[src/rtl/fetch_unit.sv]
// Instruction fetch stage: PC, up to two outstanding imem requests, 2-entry
// instruction queue toward decode, redirect flush with stale-response dropping.
module fetch_unit #(
  parameter logic [31:0] RESET_PC = 32'h4000_0000
) (
  input  logic        clk,
  input  logic        rst_n,
  input  logic        redirect_valid,
  input  logic [31:0] redirect_pc,
  output logic        imem_req_valid,
  input  logic        imem_req_ready,
  output logic [31:0] imem_addr,
  input  logic        imem_resp_valid,
  input  logic [31:0] imem_resp_data,
  output logic        inst_valid,
  input  logic        inst_ready,
  output logic [31:0] inst,
  output logic [31:0] inst_pc
);

  localparam int unsigned XLEN = 32;
  localparam logic [XLEN-1:0] NOP = 32'h0000_0013;

  typedef struct packed {
    logic [XLEN-1:0] pc;
    logic [XLEN-1:0] word;
  } fetch_entry_t;

  localparam fetch_entry_t EMPTY = '{pc: '0, word: NOP};

  logic [XLEN-1:0] pc_q, pc_d;
  logic [1:0]      inflight_q, inflight_d;
  logic [1:0]      drop_q, drop_d;
  fetch_entry_t    fq0_q, fq0_d, fq1_q, fq1_d;
  logic            fv0_q, fv0_d, fv1_q, fv1_d;
  logic [XLEN-1:0] aq0_q, aq0_d, aq1_q, aq1_d;
  logic [1:0]      aq_cnt;
  logic [1:0]      fifo_cnt;
  logic [2:0]      credits_used;
  logic            req_fire, resp_fire, deq;
  logic            redirect_lsb_unused;

  assign redirect_lsb_unused = ^redirect_pc[1:0];

  // Queue is kept contiguous from slot 0, so occupancy follows from the valids.
  assign fifo_cnt     = {fv1_q, fv0_q & ~fv1_q};
  assign deq          = fv0_q & inst_ready;
  assign credits_used = 3'(inflight_q) + 3'(fifo_cnt) - 3'(deq);

  assign imem_req_valid = rst_n & ~redirect_valid & (credits_used < 3'd2);
  assign imem_addr      = pc_q;
  assign req_fire       = imem_req_valid & imem_req_ready;
  assign resp_fire      = imem_resp_valid;

  assign inst_valid = fv0_q;
  assign inst       = fq0_q.word;
  assign inst_pc    = fq0_q.pc;

  // Next-state: address queue, PC, drop accounting and instruction queue.
  always_comb begin
    pc_d       = pc_q;
    inflight_d = inflight_q + 2'(req_fire) - 2'(resp_fire);
    drop_d     = drop_q;
    fq0_d      = fq0_q;
    fq1_d      = fq1_q;
    fv0_d      = fv0_q;
    fv1_d      = fv1_q;
    aq0_d      = aq0_q;
    aq1_d      = aq1_q;
    aq_cnt     = inflight_q - 2'(resp_fire);

    if (resp_fire) begin
      aq0_d = aq1_q;
      aq1_d = '0;
    end
    if (req_fire) begin
      if (aq_cnt == 2'd0) aq0_d = pc_q;
      else                aq1_d = pc_q;
      pc_d = pc_q + 32'd4;
    end

    if (redirect_valid) begin
      pc_d   = {redirect_pc[31:2], 2'b00};
      drop_d = inflight_d;
      fq0_d  = EMPTY;
      fq1_d  = EMPTY;
      fv0_d  = 1'b0;
      fv1_d  = 1'b0;
    end else begin
      if (resp_fire && drop_q != 2'd0) drop_d = drop_q - 2'd1;
      if (deq) begin
        fq0_d = fq1_q;
        fv0_d = fv1_q;
        fq1_d = EMPTY;
        fv1_d = 1'b0;
      end
      // Credit accounting guarantees a free slot for every non-dropped response.
      if (resp_fire && drop_q == 2'd0) begin
        if (!fv0_d) begin
          fq0_d = '{pc: aq0_q, word: imem_resp_data};
          fv0_d = 1'b1;
        end else begin
          fq1_d = '{pc: aq0_q, word: imem_resp_data};
          fv1_d = 1'b1;
        end
      end
    end
  end

  always_ff @(posedge clk or negedge rst_n) begin
    if (!rst_n) begin
      pc_q       <= RESET_PC;
      inflight_q <= '0;
      drop_q     <= '0;
      fq0_q      <= EMPTY;
      fq1_q      <= EMPTY;
      fv0_q      <= 1'b0;
      fv1_q      <= 1'b0;
      aq0_q      <= '0;
      aq1_q      <= '0;
    end else begin
      pc_q       <= pc_d;
      inflight_q <= inflight_d;
      drop_q     <= drop_d;
      fq0_q      <= fq0_d;
      fq1_q      <= fq1_d;
      fv0_q      <= fv0_d;
      fv1_q      <= fv1_d;
      aq0_q      <= aq0_d;
      aq1_q      <= aq1_d;
    end
  end

endmodule
[config.mk]
export PLATFORM = sky130hd
export DESIGN_NAME = fetch_unit
export DESIGN_NICKNAME = d
export VERILOG_FILES = /design/src/rtl/fetch_unit.sv
export SDC_FILE = /design/constraint.sdc
export NUM_CORES = 1
export LEC_CHECK = 0
export CAP_MARGIN = 25
export CELL_PAD_IN_SITES_DETAIL_PLACEMENT = 0
export CELL_PAD_IN_SITES_GLOBAL_PLACEMENT = 1
export CORE_MARGIN = 3
export CORE_UTILIZATION = 44
export DETAILED_ROUTE_END_ITERATION = 10
export PLACE_DENSITY_LB_ADDON = 0.15
export SYNTH_ARGS = -nofsm -noshare
export SYNTH_HDL_FRONTEND = slang
export SYNTH_SLANG_ARGS = --single-unit
[constraint.sdc]
create_clock -name clk -period 6.3 [get_ports clk]
set_input_delay 0.945 -clock clk [delete_from_list [all_inputs] [get_ports clk]]
set_output_delay 0.945 -clock clk [all_outputs]
set_load 0.05 [all_outputs]
-- Yosys cells after proc, flatten, opt, wreduce, memory -nomap -nowiden
Cells that the tools add are included.
W data, S select, Z words.
- register bits: 230
- output and inout bits: 98
- word-level logic and storage cells: 59
- bits of input ports: 70
- add/sub/neg operators: 7
- bitwise logic cells: 7
- $lt $le $gt $ge: 1
- reduce and logical (&&, ||, !) cells: 7
- multiplexer cells: 26
- operator list (kind ; count):
    $mux W64 ; 8
    $mux W32 ; 8
    $add A32 B3 Y32 const B ; 1
    $mux W1 ; 8
    $reduce_bool A2 Y1 ; 3
    $and A1 B1 Y1 ; 5
    $logic_not A2 Y1 ; 2
    $mux W2 ; 2
    $sub A2 B1 Y2 ; 2
    $add A2 B2 Y3 ; 1
    $lt A3 B2 Y1 const B ; 1
    $sub A3 B1 Y3 ; 1
    $add A2 B1 Y2 ; 1
    $logic_and A1 B1 Y1 ; 2
    $not A1 Y1 ; 2
    $sub A2 B1 Y2 const B ; 1

-- Logic depth before layout (Yosys ltp)
- depth in word-level cells: 10
- mapped depth: 16
- gate-level depth less buffers: 13

-- Least setup slack after synthesis
Ideal clock, no wire load.
- path kind: input -> register
- start: in inst_ready
- end: reg drop_q[1]
- path buffers: 3
- stages: 16
- arrival time: 3.851 ns
- setup time: 0.133 ns
- required time: 6.167 ns
- setup slack: 2.316 ns
- cell sequence: nand2_1 clkbuf_1 buf_1 nor2_1 fa_1 xnor2_1 buf_2 nor2_1 inv_1 ha_1 inv_1 ha_1 xnor2_1 xnor2_1 nand2_1 o21ai_0
- cells in the longest elaborated chain, start to end: 8
- RTL lines (what ; RTL line ; source):
    start, declared ; 16 ; input logic inst_ready,
    $and A1 B1 Y1 ; 47 ; assign deq = fv0_q & inst_ready;
    $sub A3 B1 Y3 ; 48 ; assign credits_used = 3'(inflight_q) + 3'(fifo_cnt) - 3'(deq);
    $lt A3 B2 Y1 ; 50 ; assign imem_req_valid = rst_n & ~redirect_valid & (credits_used < 3'd2);
    $and A1 B1 Y1 ; 50 ;
    $and A1 B1 Y1 ; 52 ; assign req_fire = imem_req_valid & imem_req_ready;
    $add A2 B1 Y2 ; 62 ; inflight_d = inflight_q + 2'(req_fire) - 2'(resp_fire);
    $sub A2 B1 Y2 ; 62 ;
    net inflight_d[1] ; 32 ; logic [1:0] inflight_q, inflight_d;
    $mux W2 ; 82 ; if (redirect_valid) begin
    end signal, assigned ; 124 ; drop_q <= drop_d;
    end, declared ; 33 ; logic [1:0] drop_q, drop_d;
The timed path passes the listed nets, and every way through them passes these cells.
A chain may end at the register's enable or synchronous reset.

-- Worst setup path after layout
- start: in inst_ready
- end: out imem_req_valid
- cells in the longest elaborated chain, start to end: 4
- RTL lines (what ; RTL line ; source):
    $and A1 B1 Y1 ; 47 ;
    $sub A3 B1 Y3 ; 48 ;
    $lt A3 B2 Y1 ; 50 ;
    $and A1 B1 Y1 ; 50 ;
    end, declared ; 10 ; output logic imem_req_valid,
No other way between the ends.

==> Flow_metrics.wiki <==
{| class="wikitable"
! Metric !! Value
|-
| CTS HTree Levels || 1
|-
| Most frequent standard cell in the layout excluding fill and tap cells || sky130_fd_sc_hd__nand2_1
|-
| Measured slew at the worst slew-check pin || 1067 ps
|-
| Clock edge transition at the registers on the reported setup and hold paths || 60 ps
|-
| Aggregate global routing overflow || 0
|-
| Number of hold buffers added after CTS || 0
|-
| Mapped cell area || approximately 0.011 sq mm
|-
| Sequential group share of total power || 0.383
|-
| Path class of the lowest-slack min-delay path || input port to async pin
|-
| Net Sw Frac || 0.3624
|-
| Placed instance count || 1594
|-
| Total count of max-transition violations in the final report || 0
|-
| Chip Width || around 160 um
|-
| Clk network pwr share || 0.313
|-
| Post-CTS setup repair buffer count || 0
|-
| Largest cells by area after synthesis || sky130_fd_sc_hd__dfrtp_1, sky130_fd_sc_hd__nand2_1, sky130_fd_sc_hd__a311oi_1, sky130_fd_sc_hd__nand3_1, sky130_fd_sc_hd__o21ai_0
|-
| Via count of the first global-routing pass || 8385
|-
| Part of the power in combinational logic || 0.304
|-
| Post-route clock period utilization || 0.7736
|-
| Cell taking the most area after synthesis || sky130_fd_sc_hd__dfrtp_1
|-
| Synth warnings || 0
|-
| Clock network latency to the later pin of the worst-skew pair || 520 ps
|-
| Pleak || 5.514 nW
|-
| Global-route total usage across every layer || 0.2080
|-
| Wire length of the first global-routing pass || 45.89 mm
|-
| Setup crit start kind || input port
|-
| Max_slew headroom || 0.2827
|-
| Fillers || about 2100
|-
| Final setup TNS || 0 ps
|-
| Clock skew after layout || 15.15 ps
|-
| Total of max-cap violations || 0
|-
| Via density per instance || 5.461
|-
| Logic depth of the worst register-to-register path || 13
|-
| Power dissipated by switching net loads || around 0.0017 W
|-
| Final number of hold-violating endpoints || 0
|-
| Internal power of the cells || 0.003042 W
|-
| Buffer cell driving the clock tree root || sky130_fd_sc_hd__clkbuf_16
|-
| Detail Route Antenna Nets || 0
|-
| Max Fanout on Critical Path || 46
|-
| Final setup margin || 1426 ps
|-
| Data arrival time of the critical path || around 3900 ps
|-
| Multi-input logic area || 0.004653 sq mm
|-
| GPL Wtd Cong || 0.7832
|-
| Core ar. || between 0.02 and 0.025 sq mm
|-
| Final number of setup-violating endpoints || 0
|-
| Run status || completed
|-
| Flip-flop and latch area || 0.005714 sq mm
|-
| Floorplan die height || around 160 um
|-
| Share of the yosys chip area belonging to registers || 0.5307
|-
| Detailed-router iteration count before antenna repair || 4
|-
| Share of final-layout standard cells stronger than drive strength 1 || 0.05678
|-
| Worst slack at placement || about 1400 ps
|-
| Number of cells in the finished layout apart from fillers || 1640
|-
| Initial antenna violation count || 0
|-
| Number of synthesized flops with an enable pin || 0
|-
| Worst setup EP type || primary output
|-
| Area growth from synthesis to final layout || 24.69%
|-
| Number of antenna repair diodes || 0
|-
| Worst path required time || 5350 ps
|-
| Die area || 0.02639 sq mm
|-
| Gate Count Post-Synth || 1199
|-
| Clock period minus final worst setup slack || about 4900 ps
|-
| PnR Total Power || 0.004771 W
|-
| Fin nets || 1378
|-
| Starting density of the core || 0.4533
|-
| Largest net degree at the start of global routing || 141
|-
| Total number of vias || 8956
|-
| Register bit total from synthesis || 228
|-
| Post-Syn Area per Cell || around 9.0 sq um
|-
| Worst Setup Path Type || input port to primary output
|-
| Post-synthesis async set-or-reset flop share || 1.000
|-
| Commonest cells after routing, fill and taps aside || sky130_fd_sc_hd__nand2_1, sky130_fd_sc_hd__dfrtp_1, sky130_fd_sc_hd__clkdlybuf4s50_1
|-
| HPWL after DPL || 16.47 mm
|-
| CTS tree || built
|-
| Clock buffers created by TritonCTS || 25
|-
| Post-CTS Resized || 0
|-
| Number of DRC markers in iteration 0 || 821
|-
| Count of input and output buffers || 163
|-
| Fmax || 205.2 MHz
|-
| Post-detailed-route wirelength per cell || ~17 um
|-
| Total clock sinks || 228
|-
| Maximum number of buffers from clock root to sink || 3
|-
| Number of remaining DRC errors || 0
|-
| Top FF cell, synth || sky130_fd_sc_hd__dfrtp_1
|-
| Worst voltage drop across the vdd grid || 0.1593 mV
|-
| RSZ-0062 raised after global routing || no
|-
| Total power divided by cell area || 355.3 mW/mm^2
|-
| Row Count || 56
|-
| Synth cell types || 51
|-
| Routed WL || 27.81 mm
|-
| Proportion of netlist area held by the largest area contributor || 0.5136
|-
| I/O pin count || 168
|}
## synthesized netlist by cell type, types with 2 or more instances
| master | count |
|---|---|
| sky130_fd_sc_hd__nand3_1 | 88 |
| sky130_fd_sc_hd__nand2b_1 | 34 |
| sky130_fd_sc_hd__a311oi_1 | 61 |
| sky130_fd_sc_hd__nor4_1 | 8 |
| sky130_fd_sc_hd__o211ai_1 | 2 |
| sky130_fd_sc_hd__buf_4 | 3 |
| sky130_fd_sc_hd__a21oi_1 | 70 |
| sky130_fd_sc_hd__dfstp_2 | 7 |
| sky130_fd_sc_hd__a311o_1 | 2 |
| sky130_fd_sc_hd__and4_1 | 5 |
| sky130_fd_sc_hd__and3_1 | 5 |
| sky130_fd_sc_hd__nand4b_1 | 3 |
| sky130_fd_sc_hd__a211oi_1 | 2 |
| sky130_fd_sc_hd__inv_1 | 14 |
| sky130_fd_sc_hd__nor2_1 | 82 |
| sky130_fd_sc_hd__o211a_1 | 2 |
| sky130_fd_sc_hd__o31ai_1 | 2 |
| sky130_fd_sc_hd__buf_1 | 26 |
| sky130_fd_sc_hd__xnor2_1 | 11 |
| sky130_fd_sc_hd__a211o_1 | 3 |
| sky130_fd_sc_hd__buf_2 | 3 |
| sky130_fd_sc_hd__mux2i_1 | 34 |
| sky130_fd_sc_hd__a22oi_1 | 5 |
| sky130_fd_sc_hd__nor4_2 | 2 |
| sky130_fd_sc_hd__ha_1 | 5 |
| sky130_fd_sc_hd__nor3_1 | 12 |
| sky130_fd_sc_hd__o21ai_0 | 84 |
| sky130_fd_sc_hd__or4_1 | 3 |
| sky130_fd_sc_hd__xor2_1 | 2 |
| sky130_fd_sc_hd__nor2b_1 | 8 |
| sky130_fd_sc_hd__nand4_1 | 13 |
| sky130_fd_sc_hd__clkbuf_1 | 68 |
| sky130_fd_sc_hd__or3_1 | 2 |
| sky130_fd_sc_hd__dfrtp_1 | 221 |
| sky130_fd_sc_hd__o311ai_0 | 5 |
| sky130_fd_sc_hd__nor3b_1 | 2 |
| sky130_fd_sc_hd__nand2_1 | 285 |
| sky130_fd_sc_hd__nor4b_1 | 2 |
## power groups by stage
stage | clock network (W) | logic, W | registers, W
3_5_place_dp | 0 | 0.00145 | 0.00185
4_1_cts | 0.00153 | 0.00146 | 0.00183
2_1_floorplan | 0 | 0.000517 | 0.00225
5_1_grt | 0.00160 | 0.00156 | 0.00186
6_report | 0.00149 | 0.00145 | 0.00183
3_3_place_gp | 0 | 0.00144 | 0.00185
## layer usage
layer  share of wire  vias up  GRT usage
met5               0        -          0
met4           0.011        0    0.04459
met3           0.059       25    0.03204
met2            0.43      240     0.2976
met1            0.50     4318     0.3328
li1                -     4373          -
## state kept, by name, indices dropped and copies added (netlist names)
signal / cells
aq0_q: 32
aq1_q: 32
drop_q: 2
fq1_q: 64
fv1_q: 1
imem_addr: 30
inflight_q: 2
inst: 32
inst_pc: 32
inst_valid: 1
## worst max-delay path, stage by stage
cell and delay [ps]:
sky130_fd_sc_hd__clkdlybuf4s50_1 540, sky130_fd_sc_hd__nand2_4 460, sky130_fd_sc_hd__nor2_1 150, sky130_fd_sc_hd__fa_1 470
sky130_fd_sc_hd__xor2_1 280, sky130_fd_sc_hd__and4_1 260, sky130_fd_sc_hd__clkdlybuf4s50_1 820
## stage by stage
step / utilization / instance area [sq um] / hold slack (ps)
after global placement: 0.5282 / 12550 / 497.1
after floorplan: - / 10770 / 481.7
after global routing: 0.5653 / 13430 / 503.6
final: 0.5653 / 13430 / 448.3
after detailed placement: 0.5294 / 12570 / 516.2
after CTS: 0.5653 / 13430 / 471.4
## final timing paths
| kind | start | end | slack (ps) |
|---|---|---|---|
| max | inst_ready | imem_req_valid | 1430 |
| min | rst_n | inst[10] | 450 |
| max reg2reg | inst_valid | drop_q[1] | 2530 |
| min reg2reg | aq1_q[0] | aq0_q[0] | 530 |
| max in group asynchronous | rst_n | imem_addr[9] | 4650 |
| min in group clk | aq1_q[0] | aq0_q[0] | 530 |
## area by class of cell
class                           count  area share
Sequential cell                   228      0.4256
Clock inverter                      9    0.007548
Timing Repair Buffer              175      0.1307
Multi-Input combinational cell    858      0.3466
Inverter                           14    0.003914
Tap cell                          319     0.02973
Clock buffer                       37     0.05591
## cells by family after synthesis
family	share of synthesized area
AOI/OAI and AO/OA	0.1430
xor gates and xnor gates	0.01057
adders and majority gates	0.007669
buffers and inverters	0.04113
DFF	0.5307
muxes	0.03265
other	0.0003483
and+or+nand+nor	0.2339
Power figures use the tool's default switching activity.
